[src/rtl/keylock_pkg.sv]
// Shared types for the keylock front end and controller.
// Key codes, scanner states and scan classification.
package keylock_pkg;

  localparam logic [3:0] KEY_LOCK   = 4'd9;
  localparam logic [3:0] KEY_REPRO  = 4'd8;
  localparam logic [3:0] KEY_CANCEL = 4'd7;

  typedef enum logic [1:0] {
    IDLE,
    PRESS_DB,
    HELD,
    REL_DB
  } scan_state_t;

  typedef enum logic [1:0] {
    NONE,
    SINGLE,
    MULTI
  } scan_class_t;

  typedef struct packed {
    scan_class_t cls;
    logic [3:0]  code;
  } scan_result_t;

  function automatic scan_result_t classify(input logic [15:0] keys);
    scan_result_t r;
    int n;
    r.cls  = NONE;
    r.code = '0;
    n      = 0;
    for (int i = 0; i < 16; i++) begin
      if (keys[i]) begin
        n++;
        r.code = 4'(i);
      end
    end
    if (n == 1)
      r.cls = SINGLE;
    else if (n > 1)
      r.cls = MULTI;
    return r;
  endfunction

endpackage

[src/rtl/sync_2ff.sv]
// Two-flop synchroniser for asynchronous inputs.
// Resets to all-ones so idle active-low pins read inactive.
module sync_2ff #(
  parameter int WIDTH = 1
) (
  input  logic             clk,
  input  logic             reset,
  input  logic [WIDTH-1:0] d,
  output logic [WIDTH-1:0] q
);

  logic [WIDTH-1:0] meta;

  always_ff @(posedge clk or posedge reset) begin
    if (reset) begin
      meta <= '1;
      q    <= '1;
    end else begin
      meta <= d;
      q    <= meta;
    end
  end

endmodule

[src/rtl/keypad_scanner.sv]
// 4x4 active-low keypad scanner with debounce and chord rejection.
// Emits one rdy strobe with the key code per accepted press.
module keypad_scanner
  import keylock_pkg::*;
#(
  parameter int SCAN_DIV       = 1000,
  parameter int DEBOUNCE_SCANS = 4
) (
  input  logic       clk,
  input  logic       reset,
  output logic [3:0] col_drive,
  input  logic [3:0] row_sense,
  output logic [3:0] keypress,
  output logic       rdy,
  output logic       key_down
);

  localparam int DW = $clog2(SCAN_DIV);
  localparam int CW = $clog2(DEBOUNCE_SCANS + 1);
  localparam logic [DW-1:0] DIV_LAST = DW'(SCAN_DIV - 1);
  localparam logic [CW-1:0] CNT_LAST = CW'(DEBOUNCE_SCANS - 1);
  localparam logic [CW-1:0] CNT_ONE  = CW'(1);

  logic [DW-1:0] div;
  logic [1:0]    col;
  logic [3:0]    rows;
  logic [15:0]   acc;
  logic [15:0]   scan;
  logic          last;
  logic          eos;
  scan_result_t  res;
  scan_state_t   state;
  logic [3:0]    cand;
  logic [CW-1:0] cnt;

  sync_2ff #(.WIDTH(4)) u_sync (
    .clk   (clk),
    .reset (reset),
    .d     (row_sense),
    .q     (rows)
  );

  assign col_drive = ~(4'b0001 << col);
  assign last      = (div == DIV_LAST);
  assign eos       = last && (col == 2'd3);

  // Current column's rows merged over the earlier columns of this scan.
  always_comb begin
    scan = acc;
    for (int r = 0; r < 4; r++)
      scan[{r[1:0], col}] = ~rows[r];
  end

  assign res = classify(scan);

  always_ff @(posedge clk or posedge reset) begin
    if (reset) begin
      div <= '0;
      col <= '0;
      acc <= '0;
    end else if (last) begin
      div <= '0;
      col <= col + 2'd1;
      acc <= eos ? '0 : scan;
    end else begin
      div <= div + 1'b1;
    end
  end

  always_ff @(posedge clk or posedge reset) begin
    if (reset) begin
      state    <= IDLE;
      cand     <= '0;
      cnt      <= '0;
      keypress <= '0;
      rdy      <= 1'b0;
      key_down <= 1'b0;
    end else begin
      rdy <= 1'b0;
      if (eos) begin
        unique case (state)
          IDLE: begin
            if (res.cls == SINGLE) begin
              cand <= res.code;
              cnt  <= CNT_ONE;
              if (DEBOUNCE_SCANS == 1) begin
                state    <= HELD;
                keypress <= res.code;
                rdy      <= 1'b1;
                key_down <= 1'b1;
              end else begin
                state <= PRESS_DB;
              end
            end
          end
          PRESS_DB: begin
            if (res.cls == SINGLE && res.code == cand) begin
              cnt <= cnt + 1'b1;
              if (cnt == CNT_LAST) begin
                state    <= HELD;
                keypress <= cand;
                rdy      <= 1'b1;
                key_down <= 1'b1;
              end
            end else if (res.cls == SINGLE) begin
              cand <= res.code;
              cnt  <= CNT_ONE;
            end else begin
              state <= IDLE;
            end
          end
          HELD: begin
            if (res.cls == NONE) begin
              cnt <= CNT_ONE;
              if (DEBOUNCE_SCANS == 1) begin
                state    <= IDLE;
                key_down <= 1'b0;
              end else begin
                state <= REL_DB;
              end
            end
          end
          REL_DB: begin
            if (res.cls == NONE) begin
              cnt <= cnt + 1'b1;
              if (cnt == CNT_LAST) begin
                state    <= IDLE;
                key_down <= 1'b0;
              end
            end else begin
              state <= HELD;
            end
          end
          default: state <= IDLE;
        endcase
      end
    end
  end

endmodule

[config.mk]
export PLATFORM = sky130hd
export DESIGN_NAME = keypad_scanner
export DESIGN_NICKNAME = d
export VERILOG_FILES = /design/src/rtl/keylock_pkg.sv /design/src/rtl/sync_2ff.sv /design/src/rtl/keypad_scanner.sv
export SDC_FILE = /design/constraint.sdc
export NUM_CORES = 1
export LEC_CHECK = 0
export BUFFER_PORTS_ARGS = -buffer_cell sky130_fd_sc_hd__buf_2
export CAP_MARGIN = 20
export CELL_PAD_IN_SITES_DETAIL_PLACEMENT = 1
export CELL_PAD_IN_SITES_GLOBAL_PLACEMENT = 2
export CORE_ASPECT_RATIO = 1.4
export CORE_MARGIN = 5
export CORE_UTILIZATION = 36
export DETAILED_ROUTE_END_ITERATION = 8
export GPL_ROUTABILITY_DRIVEN = 1
export MAX_ROUTING_LAYER = met4
export PLACE_DENSITY_LB_ADDON = 0.3
export SYNTH_ARGS = -nofsm -noshare
export SYNTH_HDL_FRONTEND = slang
export SYNTH_HIERARCHICAL = 1
export SYNTH_SLANG_ARGS = --single-unit
[constraint.sdc]
create_clock -name clk -period 11.85 [get_ports clk]
set_input_delay 0.5925 -clock clk [delete_from_list [all_inputs] [get_ports clk]]
set_output_delay 0.5925 -clock clk [all_outputs]
set_load 0.01 [all_outputs]
==> metrics.cfg <==
[timing]
period_share=0.964
setup_viol=0
skew_ns=0.00698
drv_slew=0
relSlewSlack=0.311
tightest_slew_ns=1.03
final_hold_viol_count=0
tns_ns=0
fmax_mhz=87.5
whs_ns=0.356
fin_crit_ns=11.43

[layout]
mostFrequentLayoutCells=54 x nand2_1, 43 x dfrtp_1, 34 x buf_4, 29 x nor2_1, 27 x a21oi_1
area_delta_synth_final_pct=16.1
final_common_cell=nand2_1
register_area_sq_um=1290
nFillCells=1493
diodes=0
drive_above_1_share=0.266
multi_input_area_sq_um=3310
fin_nets=582

[cts]
cts_buffer_depth=2
clkLatencyLatePin_ns=0.30
cts_sinks=51
clkSlewWorstSetupHoldPaths_ns=0.07
root_buffer=clkbuf_16
cts_tree=yes
ctsHoldBuffers=0
htreeDepth=2
numCtsBuffers=5

[global_route]
grt_pass1_wl_mm=20.9
track_usage=0.172
grt_max_degree=44
grt_pass1_vias=4191
grt_antenna_before_repair=0
overflow=0

[synth]
ys.warnings.count=6
syn_inst=516
synth_edf_count=0
ys_ff_latch=51
syn-num-nets=542
synth-seq-area-share=0.277
netlist_area_sq_um=4640
yosysUniqueCellTypes=91
syn_area_per_cell_sq_um=8.98
async_flop_share=1.00
synthFlopType=dfrtp_1

[routing]
num_vias=4017
final_antenna_net_count=0
routed_via_density=5.66
wl_per_cell_microns=18.1
routed_wl_mm=12.9
drtIter0Drc=131
drtPass1Iterations=4
route.detailed.drc=0

[setup_path]
reg2reg_to=cand[3]
critical_path_class=reg -> reg
start_kind=flip-flop
r2r_start=col[0]
worstPathArrival_ns=11.60
worstRegToRegCells=60
reg2reg_slack_ns=0.42
cp_max_fo=4
timing.critical_path.mode_cell=ha_1
endpoint_kind=flip-flop
crit_path_max_incr_delay_ns=0.39
worstPathRequired_ns=12.03
worst_path_max_delay_cell=a211oi_4

[floorplanning]
die_h_microns=144
start_util=0.364
rows=49
die-area_sq_um=15300
core_area_sq_um=12800
die_x_microns=106
io_pins=16

[placed_design]
io_buffers=15
place_congestion=0.851
hpwl_mm=9.90

[min_path]
hp-start=u_sync/meta[1]
min_path_cells=0
hold_end=u_sync/q[1]
hp-class=reg -> reg

[power]
p_per_area_nw_per_um2=75.5
peakVddDrop_mv=0.109
cellLeakagePower_nw=2.39

[job]
drv_cap=0

[status]
status=finished, final reports clean

registers in the layout, summed over array words and instances, names as in the netlist:
| signal | count |
|---|---|
| acc | 16 |
| div | 10 |
| cand | 4 |
| keypress | 4 |
| u_sync/meta | 4 |
| u_sync/q | 4 |
| cnt | 3 |
| col | 2 |
| state | 2 |
| key_down | 1 |
| rdy | 1 |
cells by family after synthesis:
logic type	synth area share
XOR/XNOR	0.120
buffers and inverters	0.0418
adder cells (fa/ha/maj)	0.0540
flip-flops	0.277
AND/OR/NAND/NOR	0.253
AO/OA/AOI/OAI	0.211
multiplexers	0.0424
worst max path at each step:
stage	cells after the start	startpoint	endpoint
final	60	col[0]	cand[3]
after global routing	60	col[0]	cand[3]
after CTS	59	col[0]	cand[3]
after detailed placement	60	col[0]	cand[3]
after global placement	59	col[0]	keypress[2]
after floorplan	61	col[0]	keypress[0]
per-stage QoR:
step                      total power, mW  instance area [sq um]  std cells  utilization  worst slack, ns
after detailed placement            0.247                   4940        685        0.388           -0.327
after CTS                           0.401                   5160        697        0.404          0.00921
after global routing                0.429                   5380        710        0.422           -0.186
after global placement              0.244                   4940        685        0.388            0.192
after floorplan                     0.231                   4640        516            -            0.510
final                               0.406                   5380        710        0.422            0.424
layer usage:
layer | track usage | part of all wire
met2 | 0.336 | 0.56
met4 | 0.0362 | 0.012
met1 | 0.189 | 0.42
met3 | 0.0147 | 0.010
met5 | - | 0
Yosys cell counts (all sizes together), types with 4 or more instances:
master | number | area share
a211oi | 8 | 0.021
a21o | 8 | 0.013
a21oi | 31 | 0.038
a22o | 5 | 0.0094
a31oi | 6 | 0.0081
and2 | 15 | 0.020
and3 | 11 | 0.015
buf | 7 | 0.012
clkbuf | 10 | 0.0081
dfrtp | 43 | 0.23
dfstp | 8 | 0.045
ha | 20 | 0.054
inv | 27 | 0.022
mux2 | 9 | 0.025
mux2i | 8 | 0.017
nand2 | 57 | 0.047
nand2b | 6 | 0.0097
nand3 | 22 | 0.025
nand4 | 4 | 0.0054
nor2 | 31 | 0.026
nor2b | 6 | 0.0086
nor3 | 16 | 0.022
nor3b | 4 | 0.0065
nor4b | 7 | 0.018
o21ai | 20 | 0.023
o31ai | 12 | 0.022
or2 | 6 | 0.0086
or3 | 9 | 0.012
xnor2 | 20 | 0.039
xnor3 | 7 | 0.035
xor2 | 20 | 0.045
power by group:
group          switching [mW]  total (mW)  internal (mW)
sequential            0.00184       0.178          0.177
combinational          0.0440      0.0806         0.0366
clock                  0.0680       0.148         0.0795
critical path, delay by kind of cell (launching register included):
kind                       cells  cell delay, ns
adders and majority gates     14            3.84
DFF                            1            0.38
xor gates and xnor gates       1            0.16
buffers and inverters          8            0.57
and+or+nand+nor               17            2.61
AOI/OAI and AO/OA             16            2.73
muxes                          4            0.99
final cells by class:
type / instances / share of cell area
well taps: 153 / 0.0356
clock inverters: 3 / 0.00442
flip-flops and latches: 51 / 0.239
clock buffers: 5 / 0.0232
multi-input cells: 421 / 0.616
inverters: 27 / 0.0188
repair buffers: 50 / 0.0634
repair_timing:
action / CTS / global route
pin swaps: 5 / 15
setup buffers: 4 / 13
resized for setup: 5 / 30
endpoints found under the setup margin: 13 / 15
endpoints found under the hold margin: 0 / 0
(Power assumes the default switching activity.)
